`src/rtl/btn_inst_frontend_pkg.sv`:
```
// Shared constants for the operator front end and the sequencer input path.
// Holds the instruction/tag defaults and the tag formula helper.
package btn_inst_frontend_pkg;

  localparam int SEQ_IN_WIDTH  = 8;
  localparam int SEQ_TAG_WIDTH = 2;

  // Tag forced into the instruction MSBs for button k >= 1.
  function automatic logic [31:0] btn_tag(
    input logic [31:0] k,
    input int          tw
  );
    return (32'd1 << tw) - k;
  endfunction

endpackage

```
`src/rtl/btn_inst_frontend_debounce.sv`:
```
// One button channel: tick-sampled shift register, stable level,
// optional auto-repeat counter and a registered one-cycle press pulse.
module btn_debounce
  import btn_inst_frontend_pkg::*;
#(
  parameter int DEB_DEPTH    = 3,
  parameter int REPEAT_TICKS = 0
) (
  input  logic clk,
  input  logic rst,
  input  logic i_tick,
  input  logic i_btn,
  output logic o_press
);

  localparam int   RW     = (REPEAT_TICKS > 0) ? $clog2(REPEAT_TICKS + 1) : 1;
  localparam logic REP_EN = (REPEAT_TICKS > 0);

  logic [DEB_DEPTH-1:0] r_sh;
  logic                 r_level;
  logic                 r_press;
  logic [RW-1:0]        r_rep;

  logic [DEB_DEPTH-1:0] w_sh_next;
  logic                 w_all1;
  logic                 w_all0;
  logic                 w_lvl_next;
  logic                 w_rise;
  logic                 w_rep_hit;

  assign w_sh_next  = {r_sh[DEB_DEPTH-2:0], i_btn};
  assign w_all1     = &w_sh_next;
  assign w_all0     = ~|w_sh_next;
  assign w_lvl_next = w_all1 | (r_level & ~w_all0);
  assign w_rise     = i_tick & ~r_level & w_all1;

  // Repeat fires on the tick that brings the held count to REPEAT_TICKS.
  assign w_rep_hit = REP_EN & i_tick & r_level & w_lvl_next
                   & ((r_rep + 1'b1) == RW'(REPEAT_TICKS));

  always_ff @(posedge clk) begin
    if (rst) begin
      r_sh    <= '0;
      r_level <= 1'b0;
      r_press <= 1'b0;
      r_rep   <= '0;
    end else begin
      r_press <= w_rise | w_rep_hit;
      if (i_tick) begin
        r_sh    <= w_sh_next;
        r_level <= w_lvl_next;
        if (!REP_EN || w_rise || !w_lvl_next || w_rep_hit)
          r_rep <= '0;
        else if (r_level)
          r_rep <= r_rep + 1'b1;
      end
    end
  end

  assign o_press = r_press;

endmodule

```
`src/rtl/btn_inst_frontend.sv`:
```
// Operator front end: tick divider, switch capture, per-button debounce,
// pending queue and priority issue of tagged instruction strobes.
module btn_inst_frontend
  import btn_inst_frontend_pkg::*;
#(
  parameter  int NUM_BTN      = 2,
  parameter  int DIV_WIDTH    = 17,
  parameter  int DEB_DEPTH    = 3,
  parameter  int SW_WIDTH     = SEQ_IN_WIDTH,
  parameter  int TAG_WIDTH    = SEQ_TAG_WIDTH,
  parameter  int REPEAT_TICKS = 0,
  parameter  int CNT_WIDTH    = 8,
  localparam int ID_W         = (NUM_BTN > 1) ? $clog2(NUM_BTN) : 1
) (
  input  logic                 clk,
  input  logic                 rst,
  input  logic [NUM_BTN-1:0]   btn,
  input  logic [SW_WIDTH-1:0]  sw,
  output logic [SW_WIDTH-1:0]  o_inst,
  output logic                 o_inst_valid,
  output logic [ID_W-1:0]      o_btn_id,
  output logic                 o_tick,
  output logic [CNT_WIDTH-1:0] o_inst_cnt
);

  logic [DIV_WIDTH-1:0] r_div;
  logic                 r_tick;
  logic [SW_WIDTH-1:0]  r_sw_q;
  logic [NUM_BTN-1:0]   r_pend;
  logic [SW_WIDTH-1:0]  r_inst;
  logic                 r_valid;
  logic [ID_W-1:0]      r_id;
  logic [CNT_WIDTH-1:0] r_cnt;

  logic [NUM_BTN-1:0]   w_press;
  logic [NUM_BTN-1:0]   w_onehot;
  logic                 w_hit;
  logic [ID_W-1:0]      w_k;
  logic [TAG_WIDTH-1:0] w_tag;
  logic [SW_WIDTH-1:0]  w_inst;

  for (genvar g = 0; g < NUM_BTN; g++) begin : g_deb
    btn_debounce #(
      .DEB_DEPTH    (DEB_DEPTH),
      .REPEAT_TICKS (REPEAT_TICKS)
    ) u_deb (
      .clk     (clk),
      .rst     (rst),
      .i_tick  (r_tick),
      .i_btn   (btn[g]),
      .o_press (w_press[g])
    );
  end

  // Lowest set pending bit wins: isolate it with the two's-complement trick.
  assign w_onehot = r_pend & (~r_pend + 1'b1);
  assign w_hit    = |r_pend;

  always_comb begin
    w_k = '0;
    for (int i = 0; i < NUM_BTN; i++)
      if (w_onehot[i]) w_k = ID_W'(i);
  end

  assign w_tag = TAG_WIDTH'(btn_tag(32'(w_k), TAG_WIDTH));

  always_comb begin
    w_inst = r_sw_q;
    if (w_k != '0)
      w_inst = {w_tag, r_sw_q[SW_WIDTH-TAG_WIDTH-1:0]};
  end

  always_ff @(posedge clk) begin
    if (rst) begin
      r_div   <= '0;
      r_tick  <= 1'b0;
      r_sw_q  <= '0;
      r_pend  <= '0;
      r_inst  <= '0;
      r_valid <= 1'b0;
      r_id    <= '0;
      r_cnt   <= '0;
    end else begin
      r_div   <= r_div + 1'b1;
      r_tick  <= &r_div;
      if (r_tick) r_sw_q <= sw;
      r_pend  <= (r_pend & ~w_onehot) | w_press;
      r_valid <= w_hit;
      if (w_hit) begin
        r_inst <= w_inst;
        r_id   <= w_k;
        r_cnt  <= r_cnt + 1'b1;
      end
    end
  end

  assign o_inst       = r_inst;
  assign o_inst_valid = r_valid;
  assign o_btn_id     = r_id;
  assign o_tick       = r_tick;
  assign o_inst_cnt   = r_cnt;

endmodule

```
`config.mk`:
```
export PLATFORM = sky130hd
export DESIGN_NAME = btn_inst_frontend
export DESIGN_NICKNAME = d
export VERILOG_FILES = /design/src/rtl/btn_inst_frontend_pkg.sv /design/src/rtl/btn_inst_frontend_debounce.sv /design/src/rtl/btn_inst_frontend.sv
export SDC_FILE = /design/constraint.sdc
export NUM_CORES = 1
export LEC_CHECK = 0
export ABC_AREA = 1
export BUFFER_PORTS_ARGS = -buffer_cell sky130_fd_sc_hd__clkbuf_2
export CAP_MARGIN = 20
export CORE_MARGIN = 3
export CORE_UTILIZATION = 35
export DETAILED_ROUTE_END_ITERATION = 8
export PLACE_DENSITY_LB_ADDON = 0.12
export SYNTH_ARGS = -nofsm -noshare
export SYNTH_HDL_FRONTEND = slang
export SYNTH_SLANG_ARGS = --single-unit
```
`constraint.sdc`:
```
create_clock -name clk -period 2 [get_ports clk]
set_clock_uncertainty 0.15 [all_clocks]
set_input_delay 0.1 -clock clk [delete_from_list [all_inputs] [get_ports clk]]
set_output_delay 0.1 -clock clk [all_outputs]
set_load 0.005 [all_outputs]
```
After elaboration in Yosys (flattened, before gate mapping)
Cells that the tools add are included.
{"block": "totals", "regBits": 54, "out_inout_bits": 19, "wordCells": 41}
{"block": "classes", "add_sub_neg": 4, "mux": 2, "n_bitwise": 15, "reduce_logical": 6}
{"op": "$add 17x1->17 const B", "n": 1}
{"op": "$reduce_and 17->1", "n": 1}
{"op": "$add 8x1->8 const B", "n": 1}
{"op": "$mux 8", "n": 1}
{"op": "$and 1x1->1", "n": 6}
{"op": "$reduce_and 3->1", "n": 2}
{"op": "$reduce_or 3->1", "n": 2}
{"op": "$and 2x2->2", "n": 2}
{"op": "$not 2->2", "n": 2}
{"op": "$add 2x1->2 const B", "n": 1}
{"op": "$not 1->1", "n": 2}
{"op": "$or 1x1->1", "n": 2}
{"op": "$or 2x2->2", "n": 1}
{"op": "$reduce_or 2->1", "n": 1}
{"op": "$sub 1x1->2 const A", "n": 1}
{"op": "$mux 1", "n": 1}

Depth between registers and ports, before layout
Gate-level depths: netlist of the first run.
{"block": "depth", "word_depth": 6, "mapped_depth": 8}

Cells and area by module
From an unflattened synthesis of the first run, not the netlist that was laid out.
{"block": "hier_totals", "hier_cells": 290, "hier_area_um2": 2144.6}
{"mod": "btn_inst_frontend", "instances": 1, "cells_per_inst": 256, "area_each_um2": 1866.8}
{"mod": "btn_debounce", "instances": 2, "cells_per_inst": 17, "area_each_um2": 138.9}

Worst setup path after synthesis of the first run
OpenSTA, ideal clock, no wires.
{"block": "synth_path", "path_kind": "register to register", "from": "register r_div[0]", "to": "register r_div[16]", "setup_ns": 0.129, "arrival_ns": 1.198, "setup_slack_ns": 0.523, "stages_incl_launch_ff": 9, "path_buffers": 0, "synth_period_minus_slack_ns": 1.477, "path_cell_list": "dfxtp_1 -> ha_1 -> nand2_1 -> inv_1 -> nand2_1 -> nor3_1 -> ha_1 -> inv_1 -> nor2_1"}
{"block": "synth_via", "elab_chain_len": 1}
{"item": "start, declared", "line_no": "btn_inst_frontend.sv:26", "source": "logic [DIV_WIDTH-1:0] r_div;"}
{"item": "start signal, assigned", "line_no": "btn_inst_frontend.sv:84", "source": "r_div <= r_div + 1'b1;"}
{"item": "$add 17x1->17", "line_no": "btn_inst_frontend.sv:84"}
Every way passes these cells.
A chain may end at the register's enable or synchronous reset.

Worst setup path after layout of the first run
Ends and elaborated chain as after synthesis.

==> results of run 1 <==
## worst max-delay path by stage
stage	slack [ps]	startpoint	endpoint	cells after the start
finish	400	r_div[0]	r_div[16]	8
CTS	380	r_div[0]	r_div[16]	8
detailed placement	410	r_div[0]	r_div[16]	8
global placement	470	r_div[7]	r_div[16]	7
floorplan	520	r_div[0]	r_div[16]	8
global route	220	r_div[0]	r_div[16]	8
## layer usage
layer	share of wire [%]	GRT usage, %	wire length (microns)
met1	51	16.07	2119
met2	44	21.33	1818
met3	3.9	3.258	161
met4	1.1	3.947	44
met5	0	0	0
## cells in the final DEF (no fill, tap or decap), types with 2 or more instances in the layout
cell type      count
a211oi_1           2
a21oi_1           17
buf_4              3
clkbuf_2          30
clkbuf_8           5
dfxtp_1           54
dlygate4sd3_1     10
ha_1               3
inv_1             31
nand2_1           46
nand3_1            6
nand4_1            7
nor2_1            65
nor2_2             2
nor2_4             2
nor3_1             5
nor4_1             2
o21ai_0           26
o21bai_1           2
## area by class of cell
cell class              count  share of cell area (%)
flip-flops and latches     54                   42.37
clock inverters             3                   1.864
multi-input cells         188                   34.13
inverters                  32                   4.708
well taps                  72                   3.531
repair buffers             43                   10.69
clock buffers               5                   2.697
## power by group through the flow
stage | clock (mW) | combinational [mW] | sequential (mW)
6_report | 0.748 | 0.0626 | 1.08
5_1_grt | 0.805 | 0.0719 | 1.08
4_1_cts | 0.776 | 0.0634 | 1.08
3_5_place_dp | 0 | 0.0481 | 1.11
3_3_place_gp | 0 | 0.0482 | 1.11
2_1_floorplan | 0 | 0.0276 | 1.11
## through the flow
step / instances / hold slack, ps / utilization (%) / instance area (sq um)
after floorplan: 282 / 84.91 / - / 2115
after global placement: 379 / 171.4 / 41.14 / 2335
after detailed placement: 379 / 183.7 / 41.14 / 2335
after CTS: 397 / 71.79 / 44.95 / 2551
after global routing: 397 / 86.76 / 44.95 / 2551
final: 397 / 78.25 / 44.95 / 2551
## worst max-delay path: cells and delay by family, from the launching register on
kind          cells  cell delay, ps
flops             1             360
simple gates      4             410
fa+ha+maj         2             420
buf+inv           2             140
## cells by family (layout without fill, tap and decap cells)
| kind of cell | Yosys count | in the layout | share of synthesized area [%] |
|---|---|---|---|
| flops | 54 | 54 | 51.12 |
| compound gates | 49 | 49 | 12.19 |
| simple gates | 136 | 136 | 27.22 |
| buf+inv | 40 | 83 | 7.692 |
| fa+ha+maj | 3 | 3 | 1.775 |
## sequential cells by signal, indices dropped and copies added (netlist names)
name and count:
r_pend 2, o_btn_id 1, r_sw_q 8, o_inst 8
o_tick 1, r_div 17, o_inst_valid 1, g_deb.u_deb.r_level 2
g_deb.u_deb.r_sh 4, g_deb.u_deb.o_press 2, o_inst_cnt 8
==> flow_metrics.env, run 1 <==
export IMPL_outcome="complete, no violations"
export IMPL_synth_top_area_cell="dfxtp_1"
export IMPL_intPower_mw=1.490
export IMPL_clock_sinks=54
export IMPL_hold_class="in -> reg"
export IMPL_ys_flop_type="dfxtp_1"
export IMPL_cts_resized=0
export IMPL_path_class="reg -> reg"
export IMPL_synthCells=282
export IMPL_fin_crit_sh_pct=79.78
export IMPL_setup_tns_ps=0
export IMPL_setup_ws_ps=404.3
export IMPL_setup_viol=0
export IMPL_synth_top_area_share_pct=51.12
export IMPL_drive_gt1_share_pct=14.15
export IMPL_synthesis_nets=297
export IMPL_core_area_sq_um=5675
export IMPL_yosys_cell_count_top_type="nor2_1"
export IMPL_fin_nets=339
export IMPL_gp_congestion=0.7855
export IMPL_cp_data_required_time_ps=2040
export IMPL_ys_top_cells_by_area="dfxtp_1 (51%), nor2_1 (12%), nand2_1 (8.2%), o21ai_0 (6.2%), inv_1 (5.5%)"
export IMPL_fillers=604
export IMPL_slowest_stage="dfxtp_1"
export IMPL_drv_slew=0
export IMPL_cts_buffers=5
export IMPL_initial_core_util_pct=37.26
export IMPL_ys_seq_area_share_pct=51.12
export IMPL_p_sw_share_pct=21.28
export IMPL_hold_viol=0
export IMPL_synth_seq_cells=54
export IMPL_antenna_found_initial=0
export IMPL_ys_async_sr_fraction_pct=0
export IMPL_num_rows=27
export IMPL_timing_fmax_ghz=0.6267
export IMPL_wirelength_microns=4144
export IMPL_tritoncts="yes"
export IMPL_cts_root_buf="clkbuf_8"
export IMPL_via_per_inst=4.557
export IMPL_die_h_microns=83.73
export IMPL_clk_pin_slew_ps=100
export IMPL_cts_hold_buf=10
export IMPL_io_pin_count=31
export IMPL_cp_arrival_ps=1640
export IMPL_die_w_microns=83.73
export IMPL_r2r_start="r_div[0]"
export IMPL_port_buffers=30
export IMPL_insertedDiodeCount=0
export IMPL_slew_headroom_pct=66.45
export IMPL_p_clk_share_pct=39.5
export IMPL_max_stage_delay_ps=360
export IMPL_yosysWarnings=0
export IMPL_wl_per_cell_microns=10.44
export IMPL_grt_max_degree=34
export IMPL_cp_start_kind="flop"
export IMPL_hpwl_microns=2847
export IMPL_holdPathEnd="o_inst_cnt[7]"
export IMPL_cap_violations=0
export IMPL_reg2reg_depth=8
export IMPL_synth_edf_count=0
export IMPL_min_from="rst"
export IMPL_die_area_sq_um=7010
export IMPL_ir_drop_uv=290.9
export IMPL_total_power_mw=1.893
export IMPL_grt_remaining_overflow=0
export IMPL_synth_cell_types=23
export IMPL_r2r_end="r_div[16]"
export IMPL_tightest_slew_ps=502.7
export IMPL_area_growth_pct=20.65
export IMPL_dp_slack_ps=407.7
export IMPL_htree_levels=2
export IMPL_drc_errors=0
export IMPL_grt_pass1_vias=1773
export IMPL_regArea_sq_um=1081
export IMPL_post_cts_buffers=0
export IMPL_cellLeakagePower_nw=1.059
export IMPL_grt_pass1_wl_microns=7493
export IMPL_drt_pass1_iterations=4
export IMPL_clk_latency_ps=310
export IMPL_syn_area_per_cell_sq_um=7.498
export IMPL_multi_input_area_sq_um=870.8
export IMPL_p_seq_share_pct=57.2
export IMPL_ant_nets=0
export IMPL_crit_chain="ha_1 > nand2_1 > inv_1 > nand2_1 > nor3_1 > ha_1 > inv_1 > nor2_1"
export IMPL_hold_depth=3
export IMPL_drtIter0Drc=44
export IMPL_vias=1809
export IMPL_synth_commonest_cells="nor2_1 (65), dfxtp_1 (54), nand2_1 (46)"
export IMPL_rsz0062_at_grt="no"
export IMPL_cts_buffer_depth=2
export IMPL_syn_cell_area_sq_um=2115
export IMPL_crit_path_end_kind="flop"
export IMPL_regToRegSetupSlack_ps=400
export IMPL_p_switching_uw=402.8
export IMPL_crit_fanout=4
export IMPL_track_usage_pct=12.76
export IMPL_power_frac_comb_pct=3.3
export IMPL_min_period_ps=1596
export IMPL_power_density_nw_per_um2=742.0
Note: power is estimated with default switching activity, not from simulation.
==> run 2: changes to the inputs <==
==> constraint.sdc (replaced) <==
create_clock -name clk -period 1.38 [get_ports clk]
set_clock_uncertainty 0.15 [all_clocks]
set_input_delay 0.069 -clock clk [delete_from_list [all_inputs] [get_ports clk]]
set_output_delay 0.069 -clock clk [all_outputs]
set_load 0.005 [all_outputs]
==> flow_metrics.env, run 2 (synthesis results as in run 1) <==
export IMPL_gp_congestion=0.7185
export IMPL_drt_pass1_iterations=4
export IMPL_setup_ws_ps=-45.83
export IMPL_clk_pin_slew_ps=90
export IMPL_cp_data_required_time_ps=1420
export IMPL_num_rows=27
export IMPL_cellLeakagePower_nw=1.209
export IMPL_hold_depth=3
export IMPL_cts_buffers=5
export IMPL_layout_common_cells="nor2_1 (62), dfxtp_1 (47), nand2_1 (43)"
export IMPL_multi_input_area_sq_um=924.6
export IMPL_initial_core_util_pct=37.26
export IMPL_hold_class="in -> reg"
export IMPL_cp_arrival_ps=1470
export IMPL_tritoncts="yes"
export IMPL_antenna_found_initial=0
export IMPL_track_usage_pct=13.11
export IMPL_regMostFlops="r_div"
export IMPL_outcome="finished with violations"
export IMPL_power_density_nw_per_um2=940.1
export IMPL_core_area_sq_um=5675
export IMPL_clock_sinks=54
export IMPL_intPower_mw=2.025
export IMPL_drive_gt1_share_pct=24.57
export IMPL_violations="setup timing"
export IMPL_insertedDiodeCount=0
export IMPL_drv_slew=0
export IMPL_clk_latency_ps=300
export IMPL_ir_drop_uv=468.5
export IMPL_die_w_microns=83.73
export IMPL_via_per_inst=4.529
export IMPL_largest_reg_flops=17
export IMPL_fin_nets=360
export IMPL_hpwl_microns=3081
export IMPL_port_buffers=30
export IMPL_die_h_microns=83.73
export IMPL_crit_chain="ha_4 > nand2_4 > inv_4 > nand2_4 > nor3_4 > ha_1 > inv_1 > nor2_1"
export IMPL_reg2reg_depth=8
export IMPL_hold_viol=0
export IMPL_io_pin_count=31
export IMPL_wirelength_microns=4490
export IMPL_cap_violations=0
export IMPL_min_period_ps=1426
export IMPL_p_clk_share_pct=35.5
export IMPL_final_cell_count_no_fill=418
export IMPL_p_switching_uw=575.7
export IMPL_grt_max_degree=34
export IMPL_rsz0062_at_grt="yes"
export IMPL_slew_headroom_pct=79.32
export IMPL_cts_root_buf="clkbuf_8"
export IMPL_p_seq_share_pct=60.5
export IMPL_max_stage_delay_ps=360
export IMPL_path_class="reg -> reg"
export IMPL_cts_buffer_depth=2
export IMPL_dp_cells=399
export IMPL_htree_levels=2
export IMPL_vias=1893
export IMPL_power_frac_comb_pct=4.0
export IMPL_grt_pass1_wl_microns=7728
export IMPL_setup_viol=1
export IMPL_fillers=590
export IMPL_cp_start_kind="flop"
export IMPL_setup_tns_ps=-45.83
export IMPL_final_common_cell="nor2_1"
export IMPL_area_growth_pct=30.83
export IMPL_regArea_sq_um=1090
export IMPL_p_sw_share_pct=22.14
export IMPL_wl_per_cell_microns=10.74
export IMPL_fin_crit_sh_pct=103.3
export IMPL_die_area_sq_um=7010
export IMPL_grt_pass1_vias=1773
export IMPL_drtIter0Drc=60
export IMPL_drc_errors=0
export IMPL_slowest_stage="dfxtp_2"
export IMPL_crit_path_end_kind="flop"
export IMPL_tightest_slew_ps=309.8
export IMPL_crit_fanout=2
export IMPL_timing_critical_path_mode_cell="nand2_4"
export IMPL_grt_remaining_overflow=0
export IMPL_timing_fmax_ghz=0.7013
export IMPL_ant_nets=0
==> run 2: cell count changes in the layout (fill, tap and decap cells not counted), sizes merged <==
| cell | before | now |
|---|---|---|
| clkinvlp | 0 | 1 |
| clkbuf | 35 | 36 |
| inv | 32 | 31 |
| bufinv | 1 | 0 |
| buf | 3 | 24 |
==> run 2: per-stage QoR <==
stage	utilization (%)	hold slack (ps)	total power, mW	setup slack (ps)	cell area, sq um
after global placement	44.47	142.0	1.690	-7.387	2524
after floorplan	-	53.91	1.651	-12.68	2141
after CTS	47.93	43.88	2.645	-25.94	2720
after detailed placement	44.47	146.3	1.691	-37.82	2524
final	48.74	41.88	2.601	-45.83	2766
after global routing	48.74	67.38	2.711	-139.8	2766
==> run 2: what timing repair did <==
action,CTS,global route
gates resized for setup,2,14
buffers inserted,0,1
pin swaps,3,5
hold endpoints to repair,14,0
setup endpoints to repair,13,13
hold buffers,10,0
==> run 2: cell type report <==
type	instances	share of cell area [%]
clock buffer	6	2.985
inverter	32	4.478
timing repair buffer	64	16.01
multi-input combinational	188	33.42
sequential	54	39.39
tap	72	3.256
clock inverter	2	0.4523
==> run 2: path summary, 6_finish.rpt <==
kind,startpoint,end,slack (ps)
worst max-delay path,r_div[1],r_div[16],-50
worst min-delay path,rst,r_div[0],40
worst max register to register,r_div[1],r_div[16],-50
worst min register to register,g_deb[0].u_deb.o_press,r_pend[0],250
==> run 2: layer usage <==
layer / share of wire [%] / wire [microns] / GRT usage, % / vias to the layer above
li1: - / - / - / 1027
met1: 50 / 2223 / 17.03 / 834
met2: 45 / 2042 / 21.33 / 25
met3: 3.6 / 162 / 3.060 / 7
met4: 1.4 / 62 / 4.386 / 0
met5: 0 / 0 / 0 / -
==> run 2: critical path: cells and delay by family, from the launching register on <==
kind          cells  cell delay [ps]
buf+inv           2              120
fa+ha+maj         2              390
simple gates      4              310
flops             1              360
==> run 2: power by group through the flow <==
stage / Clock [mW] / Sequential, mW / Combinational (mW)
2_1_floorplan: 0 / 1.61 / 0.0424
3_3_place_gp: 0 / 1.61 / 0.0815
3_5_place_dp: 0 / 1.61 / 0.0826
4_1_cts: 0.967 / 1.57 / 0.105
5_1_grt: 1.02 / 1.57 / 0.120
6_report: 0.923 / 1.57 / 0.105
